==> src/rtl/uart_rx_deser.sv <==
// uart_rx_deser: UART receive deserializer (start/data/[parity]/stop framing, 1-cycle strobes)
// Optional even-parity bit between data and stop is enabled by defining UART_RX_PARITY_EN.
module uart_rx_deser #(
  parameter int CLKS_PER_BIT = 434,
  parameter int DATA_W       = 8
) (
  input  logic              clk,
  input  logic              rst,
  input  logic              rx,
  output logic [DATA_W-1:0] rx_data,
  output logic              rx_valid,
  output logic              frame_err,
  output logic              parity_err,
  output logic              busy
);
  localparam int CW = $clog2(CLKS_PER_BIT);
  localparam int BW = $clog2(DATA_W + 1);
  localparam logic [CW-1:0] LAST  = CW'(CLKS_PER_BIT - 1);
  localparam logic [CW-1:0] HALF  = CW'(CLKS_PER_BIT / 2 - 1);
  localparam logic [BW-1:0] BLAST = BW'(DATA_W - 1);
  typedef enum logic [2:0] {IDLE, START, DATA, PARITY, STOP, BREAK} state_t;
  state_t            state_q, state_d;
  logic              rx_meta_q, rx_meta_d, rx_s_q, rx_s_d;
  logic [CW-1:0]     cnt_q, cnt_d;
  logic [BW-1:0]     bit_q, bit_d;
  logic [DATA_W-1:0] shift_q, shift_d, data_q, data_d;
  logic              valid_q, valid_d, ferr_q, ferr_d, perr_q, perr_d, pbad_q, pbad_d, busy_q, busy_d;
  logic              at_last;
  // Framing state machine: next state, sampling, shifting and strobes.
  always_comb begin
    rx_meta_d = rx;
    rx_s_d    = rx_meta_q;
    at_last   = cnt_q == LAST;
    state_d   = state_q;
    shift_d   = shift_q;
    bit_d     = bit_q;
    data_d    = data_q;
    pbad_d    = pbad_q;
    valid_d   = 1'b0;
    ferr_d    = 1'b0;
    perr_d    = 1'b0;
    case (state_q)
      IDLE: begin
        bit_d  = '0;
        pbad_d = 1'b0;
        state_d = rx_s_q ? IDLE : START;
      end
      START: if (cnt_q == HALF) state_d = rx_s_q ? IDLE : DATA;
      DATA: if (at_last) begin
        shift_d = DATA_W'({rx_s_q, shift_q} >> 1);
        bit_d   = bit_q + 1'b1;
`ifdef UART_RX_PARITY_EN
        if (bit_q == BLAST) state_d = PARITY;
`else
        if (bit_q == BLAST) state_d = STOP;
`endif
      end
      PARITY: if (at_last) begin
        pbad_d  = ^shift_q ^ rx_s_q;
        state_d = STOP;
      end
      STOP: if (at_last) begin
        ferr_d  = !rx_s_q;
        perr_d  = rx_s_q && pbad_q;
        valid_d = rx_s_q && !pbad_q;
        data_d  = valid_d ? shift_q : data_q;
        state_d = rx_s_q ? IDLE : BREAK;
      end
      BREAK: state_d = rx_s_q ? IDLE : BREAK;
      default: state_d = IDLE;
    endcase
    cnt_d  = (state_d != state_q || at_last) ? '0 : cnt_q + 1'b1;
    busy_d = state_q != IDLE;
  end
  // State, synchronizer and output registers with asynchronous active-low reset.
  always_ff @(posedge clk or negedge rst) begin
    if (!rst) begin
      state_q   <= IDLE;
      rx_meta_q <= 1'b1;
      rx_s_q    <= 1'b1;
      cnt_q     <= '0;
      bit_q     <= '0;
      shift_q   <= '0;
      data_q    <= '0;
      valid_q   <= 1'b0;
      ferr_q    <= 1'b0;
      perr_q    <= 1'b0;
      pbad_q    <= 1'b0;
      busy_q    <= 1'b0;
    end else begin
      state_q   <= state_d;
      rx_meta_q <= rx_meta_d;
      rx_s_q    <= rx_s_d;
      cnt_q     <= cnt_d;
      bit_q     <= bit_d;
      shift_q   <= shift_d;
      data_q    <= data_d;
      valid_q   <= valid_d;
      ferr_q    <= ferr_d;
      perr_q    <= perr_d;
      pbad_q    <= pbad_d;
      busy_q    <= busy_d;
    end
  end
  assign rx_data    = data_q;
  assign rx_valid   = valid_q;
  assign frame_err  = ferr_q;
  assign parity_err = perr_q;
  assign busy       = busy_q;
endmodule

==> config.mk <==
export PLATFORM = sky130hd
export DESIGN_NAME = uart_rx_deser
export DESIGN_NICKNAME = d
export VERILOG_FILES = /design/src/rtl/uart_rx_deser.sv
export SDC_FILE = /design/constraint.sdc
export NUM_CORES = 1
export LEC_CHECK = 0
export ABC_CLOCK_PERIOD_IN_PS = 3200
export BUFFER_PORTS_ARGS = -buffer_cell sky130_fd_sc_hd__buf_4
export CORE_ASPECT_RATIO = 1.75
export CORE_UTILIZATION = 63
export DETAILED_ROUTE_END_ITERATION = 6
export PLACE_DENSITY = 0.89
export SLEW_MARGIN = 20
export SYNTH_ARGS = -nofsm -noshare
export SYNTH_HDL_FRONTEND = slang
export SYNTH_SLANG_ARGS = --single-unit
==> constraint.sdc <==
create_clock -name clk -period 3.2 [get_ports clk]
set_input_delay 0.64 -clock clk [delete_from_list [all_inputs] [get_ports clk]]
set_output_delay 0.64 -clock clk [all_outputs]
set_load 0.02 [all_outputs]
# Word-level counts from Yosys, hierarchy flattened

Cells that the tools add are included.

$add $sub $neg: 2
Equality and inequality tests: 11
Multiplexer cells: 20
Bitwise operators: 1
Reductions and logical operators: 14

Operator list:

| operator                                       | number |
|---|---|
| two-way mux 3 bit                              | 6 |
| case mux 3 bit (6 select lines)                | 1 |
| adder 9 x 1 -> 9 bit (second input constant)   | 1 |
| == test 9 x 8 -> 1 bit (second input constant) | 1 |
| == test 9 bit (second input constant)          | 1 |
| two-way mux 9 bit                              | 1 |
| two-way mux 1 bit                              | 8 |
| case mux 4 bit (2 select lines)                | 1 |
| XOR reduction 8 bit                            | 1 |
| == test 3 x 2 -> 1 bit (second input constant) | 2 |
| == test 3 bit (second input constant)          | 2 |
| AND reduction 2 bit                            | 3 |
| adder 4 x 1 -> 4 bit (second input constant)   | 1 |
| == test 4 x 3 -> 1 bit (second input constant) | 1 |
| two-way mux 4 bit                              | 1 |
| inequality test 2 bit (second input constant)  | 2 |
| nonzero test 2 bit                             | 2 |
| == test 3 x 1 -> 1 bit (second input constant) | 1 |
| zero test 3 bit                                | 1 |
| inequality test 3 bit                          | 1 |
| AND reduction 3 bit                            | 1 |
| nonzero test 3 bit                             | 1 |
| logical AND 1 bit                              | 2 |
| zero test 1 bit                                | 2 |
| 4 further kinds                                | 4 |

Register bits: 39
Input bits: 3
Logic and storage cells: 60

# Logic depth before layout (Yosys ltp)

Gate-level depths: netlist of the first run.

Word-level depth: 7
Depth in mapped cells: 7
Mapped depth without buffers: 6

# Worst setup path before layout of the first run

No wires, ideal clock.

Path kind: register to register
From: register cnt_q[1]
To: register data_q[0], in the netlist rx_data[0]
Data arrival time: 1.949 ns
Slack: 1.126 ns
Stages on the path, launching flop included: 7
Clock period less this slack: 2.074 ns
Cells stage by stage: dfrtp_1 inv_1 ha_1 nor4b_4 nand2_4 nor4b_4 mux2_2

Longest elaborated chain between the ends: 2

RTL lines:

| element                       | RTL line | source |
|---|---|---|
| from (decl)                   | 24       | `logic [CW-1:0] cnt_q, cnt_d;` |
| from (signal assigned)        | 94       | `cnt_q <= cnt_d;` |
| == test 9 bit                 | 33       | `at_last = cnt_q == LAST;` |
| AND reduction 3 bit (no line) | n/a      |  |
| to (signal assigned)          | 97       | `data_q <= data_d;` |
| to (decl)                     | 26       | `logic [DATA_W-1:0] shift_q, shift_d, data_q, data_d;` |

Every way passes these cells.
A chain may end at the register's enable or synchronous reset.

# Worst setup path in the final report of the first run

From: register cnt_q[1]
To: register data_q[3], in the netlist rx_data[3]

Same word-level chain as after synthesis.

==> reports/metrics.csv, run 1 <==
metric,value,unit
CP startpoint kind,flip-flop,
"worst slack, placed",0.811,ns
post-synthesis net count,163,
initial drt markers,26,
main combinational cell family by area after synthesis,simple AND/OR/NAND/NOR gates,
R2R depth,6,
synth top area cells,"dfrtp_1, mux2_2, xnor2_1, a211oi_1, dfstp_2",
total die area,0.00323,mm2
Peak Freq,415,MHz
cell mode on critical path,nor4b_4,
Antenna Cells,0,
Syn Area/Cell,12.1,um2
H-Tree Depth,2,
Yosys top cell by area,dfrtp_1,
Worst Tran Pin Value,0.631,ns
cts-stage hold buffer count,0,
Post-Synth XOR/XNOR Area,0.0816,
area growth from synthesis to layout,10.8,%
crit path kind,reg -> reg,
reg2reg end,rx_data[3],
worst-skew pair later-pin latency,0.29,ns
pwr dens,395,mW/mm2
period utilisation layout,0.753,
Sink Count,39,
Buf/Inv on CP,1,
status,completed,
"Distinct cells, synth",42,
Die X,43.4,um
Filler Cells Inserted,184,
Reg2Reg Setup Slack,0.79,ns
"Setup violations, final",0,
worst hold path type,in -> async,
pin count of the biggest net entering global routing,40,
Final Net Count,179,
total track usage,0.256,
Max Cap Violations,0,
Final min period,2.41,ns
global-route wire length before repair,5840,um
number of global-route vias before repair,1303,
Critical Path Fanout Max,9,
Pwr Total,827,uW
Synth top area share,0.491,
Yosys warnings,0,
TNS Setup,0,ns
total CTS buffers,5,
CTS tree,yes,
GRT overflow,0,
CTS root buf,clkbuf_8,
DR vias,1233,
Synth Area in Compound Gates,0.104,
"Top FF cell, synth",dfrtp_1,
"EDFF count, synth",0,
area of the multi-input gates,866,um2
Post-Synth Adder-Cell Area,0.0265,
Yosys reg bits,39,
Reg-to-Reg Start,cnt_q[1],
layout cells sized above 1,0.272,
critical path data arrival time,2.58,ns
Initial Utilization,0.678,
Site Rows,25,
worst path cell trace,inv_1 > ha_1 > nor4b_4 > nand2_4 > nor4b_4 > mux2_2,
Worst Path Required,3.37,ns
CORE AREA,0.00278,mm2
vias per cell,6.17,
Slew Limit Headroom,0.577,
post-synthesis simple-gate area fraction,0.141,
WL/cell,17.0,um
Final Skew,0.00703,ns
Pre-Repair DR Iteration Count,4,
"CTS clk-pin slew, worst paths",0.08,ns
Hold WS,0.294,ns
DRC,0,
DRT antenna net count,0,
top cell family by delay on the critical path,simple AND/OR/NAND/NOR gates,
most frequent cell after synthesis,dfrtp_1,
Fin. Hold Viols,0,
# resized after CTS,0,
Max IR drop VDD,0.404,mV
Slowest cell on crit path,nor4b_4,
Top Ports,15,
mux cell area share after synthesis,0.106,
unrepaired setup endpoints after global routing,false,
endpoint type of the worst setup path,flip-flop,
area of the mapped netlist,0.00189,mm2
HPWL after DPL,2510,um
Sequential Area,978,um2
Setup Buffers After CTS,0,
final wirelength,3400,um
Synth async-reset ratio,1.00,
sequential fraction of the synthesis area,0.519,
Longest Clk Path Bufs,2,
Die Y-Extent,74.4,um
Final GP Congestion,0.860,
"top cells by count, synth","dfrtp_1, mux2_2, nand2_1",
cell count after synthesis,156,
final setup margin,0.791,ns
P_leak,0.000995,uW
Slew Limit Fails,0,
initial antenna violation count,0,
crit-path max cell delay,0.63,ns
PortBufs,14,
report_power, final:
part | internal [uW] | switching [uW] | total (uW)
clock network | 152 | 163 | 315
logic | 3.83 | 10.3 | 14.1
registers | 495 | 2.27 | 497
per-layer routing:
| layer | global-route usage | routed length [um] | up-vias |
|---|---|---|---|
| met5 | 0 | 0 | - |
| met4 | 0.128 | 91 | 0 |
| met3 | 0.0655 | 105 | 9 |
| met2 | 0.476 | 1970 | 27 |
| met1 | 0.257 | 1230 | 609 |
| li1 | - | - | 588 |
cell type report:
type                            instances  area share
Clock buffer                            6      0.0347
Inverter                                6      0.0108
Timing Repair Buffer                   14      0.0503
Clock inverter                          2     0.00598
Sequential cell                        39       0.468
Tap cell                               27      0.0162
Multi-Input combinational cell        106       0.414
through the flow:
stage          area (um2)   util  instances
6_report             2090  0.751        200
5_1_grt              2090  0.751        200
4_1_cts              2090  0.751        200
3_5_place_dp         2010  0.720        192
3_3_place_gp         2010  0.720        192
2_1_floorplan        1890      -        156
how the worst max path moves through the flow:
stage | startpoint | end | slack, ns | cells past startpoint
2_1_floorplan | cnt_q[1] | rx_data[0] | 1.13 | 6
3_3_place_gp | cnt_q[1] | rx_data[1] | 0.95 | 6
3_5_place_dp | cnt_q[1] | rx_data[3] | 0.81 | 6
4_1_cts | cnt_q[1] | rx_data[3] | 0.77 | 6
5_1_grt | cnt_q[1] | rx_data[6] | 0.61 | 6
6_report | cnt_q[1] | rx_data[3] | 0.79 | 6
cells in the final DEF (no fill, tap or decap), drive strengths merged, types with 4 or more instances in the layout:
cell type,count
dfrtp,37
nor3,4
inv,6
xnor2,9
nand2,12
clkbuf,6
xor2,6
a211oi,10
buf,14
ha,4
nor2,8
mux2,16
o211ai,4
state kept, by name, indices dropped and copies added, names as in the netlist:
register    cells
cnt_q           9
rx_data         8
shift_q         8
bit_q           4
state_q         3
busy            1
frame_err       1
parity_err      1
pbad_q          1
rx_meta_q       1
rx_s_q          1
rx_valid        1
worst reg2reg max path: stages, from the launching register on:
cell	delay (ns)
dfrtp_1	0.40
inv_1	0.08
ha_1	0.15
nor4b_4	0.45
nand2_4	0.17
nor4b_4	0.63
mux2_2	0.41
kinds of logic (layout without fill, tap and decap cells):
family	count (synthesis)	in the layout
and+or+nand+nor	43	43
buffers and inverters	11	28
DFF	39	39
muxes	18	18
adders and majority gates	4	4
AOI/OAI and AO/OA	25	25
xor gates and xnor gates	16	16
Power figures use the tool's default switching activity.
==> run 2, diff against run 1 <==
Settings changed: ABC_AREA from default to 1, ABC_CLOCK_PERIOD_IN_PS 3200 to 2300, CORE_UTILIZATION 63 to 59, PLACE_DENSITY 0.89 to 0.84.
Clock period 3.2 ns to 2.3 ns, I/O delays scaled along.
==> run 2 against run 1 <==
Core utilization down 4.3 points. Die area up 14%. Clock power up 61%. Sequential cell count did not move. Wire length rose by 1.3%.
==> reports/metrics.csv, run 2 <==
metric,value,unit,change
"Cell Area, Placed",0.00217,mm2,+8.1%
Pre-Repair DR Iteration Count,4,,unchanged
"commonest non-fill, non-tap cells in the layout","nand2_1, dfrtp_1, nor2_1",,
Final min period,1.73,ns,-0.680 ns
Reg2Reg Setup Slack,0.57,ns,-0.22 ns
H-Tree Depth,2,,unchanged
post-synthesis net count,240,,+47%
Synth async-reset ratio,1.00,,unchanged
worst hold path type,in -> async,,
"Distinct cells, synth",31,,-26%
Worst Path Required,2.48,ns,-0.89 ns
Longest Clk Path Bufs,2,,unchanged
endpoint type of the worst setup path,flip-flop,,
Final GP Congestion,0.817,,-5.0%
final wirelength,3440,um,+1.3%
pin count of the biggest net entering global routing,40,,unchanged
area growth from synthesis to layout,12.0,%,
Sequential Area,978,um2,unchanged
Worst Tran Pin Value,0.480,ns,-0.151 ns
Max Cap Violations,0,,unchanged
Syn Area/Cell,8.71,um2,-28%
Synth top area share,0.456,,-0.0345
R2R depth,13,,+7
Buf/Inv on CP,1,,unchanged
period utilisation layout,0.751,,-0.00132
global-route wire length before repair,6040,um,+3.4%
Slowest cell on crit path,dfrtp_1,,
Site Rows,27,,+8.0%
# resized after CTS,0,,unchanged
Final Net Count,258,,+44%
layout cells sized above 1,0.282,,+0.0101
Hold WS,0.117,ns,-0.177 ns
synth top area cells,"dfrtp_1, nand2_1, nor2_1, nand3_1, inv_1",,
max reg flops,9,,unchanged
"worst slack, placed",0.592,ns,-0.219 ns
Largest Register,cnt_q,,
Max IR drop VDD,0.526,mV,+30%
unrepaired setup endpoints after global routing,false,,
Slew Limit Fails,0,,unchanged
cell count after synthesis,233,,+49%
most frequent cell after synthesis,nand2_1,,
Peak Freq,579,MHz,+39%
total CTS buffers,5,,unchanged
CORE AREA,0.00321,mm2,+15%
DP Cell Count,287,,+49%
total track usage,0.230,,-0.0265
CTS root buf,clkbuf_8,,
Final Skew,0.00507,ns,-0.00196 ns
Antenna Cells,0,,unchanged
status,completed,,
Die Y-Extent,79.6,um,+7.0%
cell mode on critical path,nand2_2,,
worst path cell trace,inv_1 > ha_1 > nand2_1 > nor2_1 > nand2_2 > nand2_1 > nand2_2 > nor2_4 > nand2_2 > nand2_2 > nand2_4 > nand2_8 > nor2_2,,
TNS Setup,0,ns,unchanged
reg2reg end,cnt_q[3],,
Critical Path Fanout Max,9,,unchanged
final setup margin,0.572,ns,-0.220 ns
Slew Limit Headroom,0.680,,+0.103
vias per cell,5.05,,-18%
number of global-route vias before repair,1482,,+14%
Initial Utilization,0.632,,-0.0454
initial drt markers,30,,+15%
"Setup violations, final",0,,unchanged
CP startpoint kind,flip-flop,,
Yosys reg bits,39,,unchanged
Fin. Hold Viols,0,,unchanged
top cell family by delay on the critical path,simple AND/OR/NAND/NOR gates,,
Filler Cells Inserted,265,,+44%
Die X,46.3,um,+6.8%
"top cells by count, synth","nand2_1, dfrtp_1, nor2_1",,
area of the mapped netlist,0.00203,mm2,+7.6%
CTS tree,yes,,
critical path data arrival time,1.91,ns,-0.67 ns
total die area,0.00369,mm2,+14%
Setup Buffers After CTS,0,,unchanged
"CTS clk-pin slew, worst paths",0.08,ns,about the same
Post-Layout Cell Count,295,,+48%
cts-stage hold buffer count,0,,unchanged
Top Ports,15,,unchanged
Yosys top cell by area,dfrtp_1,,
area of the multi-input gates,921,um2,+6.4%
crit path kind,reg -> reg,,
initial antenna violation count,0,,unchanged
Reg-to-Reg Start,cnt_q[1],,
HPWL after DPL,2580,um,+2.5%
worst-skew pair later-pin latency,0.29,ns,about the same
"Top FF cell, synth",dfrtp_1,,
"commonest non-fill, non-tap cell in the layout",nand2_1,,
GRT overflow,0,,unchanged
P_leak,0.00108,uW,+8.1%
Yosys warnings,0,,unchanged
PortBufs,14,,unchanged
Sink Count,39,,unchanged
pwr dens,535,mW/mm2,+35%
DR vias,1489,,+21%
sequential fraction of the synthesis area,0.482,,-0.0364
crit-path max cell delay,0.40,ns,-0.23 ns
DRT antenna net count,0,,unchanged
WL/cell,11.7,um,-31%
DRC,0,,unchanged
fin area,0.00227,mm2,+8.7%
"EDFF count, synth",0,,unchanged
run 2: cell types whose count changed in the layout (fill, tap and decap cells not counted), sizes merged, moves of 4 or more:
| cell | previous run | this run |
|---|---|---|
| nor2 | 8 | 38 |
| nand3 | 3 | 20 |
| inv | 6 | 28 |
| mux2 | 16 | 1 |
| o21ai | 1 | 18 |
| o211ai | 4 | 0 |
| nand2 | 12 | 62 |
| xnor2 | 9 | 3 |
| a211oi | 10 | 0 |
run 2: cell families (layout without fill, tap and decap cells):
family,Yosys count,count (layout),synth area share
AND/OR/NAND/NOR,125,125,0.311
flip-flops,39,39,0.482
multiplexers,1,1,0.00555
AO/OA/AOI/OAI,22,22,0.0697
adder cells (fa/ha/maj),4,4,0.0247
XOR/XNOR,10,10,0.0432
buffers and inverters,32,51,0.0641
run 2: metal layers:
layer,part of all wire,track usage
met1,0.39,0.224
met2,0.56,0.414
met3,0.022,0.0543
met4,0.027,0.118
met5,0,0
run 2: cell type report:
type                    count  area share
repair buffers             14      0.0463
well taps                  43      0.0237
multi-input cells         162       0.405
clock buffers               7      0.0424
flip-flops and latches     39       0.431
clock inverters             1     0.00330
inverters                  29      0.0485
run 2: worst max path at each step:
| stage | from | cells past startpoint | slack, ns | endpoint |
|---|---|---|---|---|
| floorplan | cnt_q[1] | 13 | 0.74 | cnt_q[2] |
| global placement | cnt_q[1] | 13 | 0.62 | cnt_q[0] |
| detailed placement | cnt_q[1] | 13 | 0.59 | cnt_q[8] |
| CTS | cnt_q[1] | 13 | 0.56 | cnt_q[3] |
| global route | cnt_q[1] | 13 | 0.41 | cnt_q[3] |
| finish | cnt_q[1] | 13 | 0.57 | cnt_q[3] |
run 2: worst register-to-register path: stages (launching register included):
cell and delay (ns):
dfrtp_1 0.40, inv_1 0.08, ha_1 0.14, nand2_1 0.07
nor2_1 0.21, nand2_2 0.11, nand2_1 0.09, nand2_2 0.06
nor2_4 0.10, nand2_2 0.06, nand2_2 0.07, nand2_4 0.07
nand2_8 0.11, nor2_2 0.05
run 2: through the flow:
step / util / power, uW
2_1_floorplan: - / 705
6_report: 0.708 / 1220
3_3_place_gp: 0.676 / 722
3_5_place_dp: 0.676 / 722
5_1_grt: 0.708 / 1260
4_1_cts: 0.708 / 1230
run 2: where the power goes:
| group | switching [uW] | internal [uW] | total (uW) |
|---|---|---|---|
| Combinational | 13.8 | 2.66 | 16.5 |
| Sequential | 2.58 | 689 | 691 |
| Clock | 235 | 273 | 508 |
| Total | 252 | 964 | 1220 |
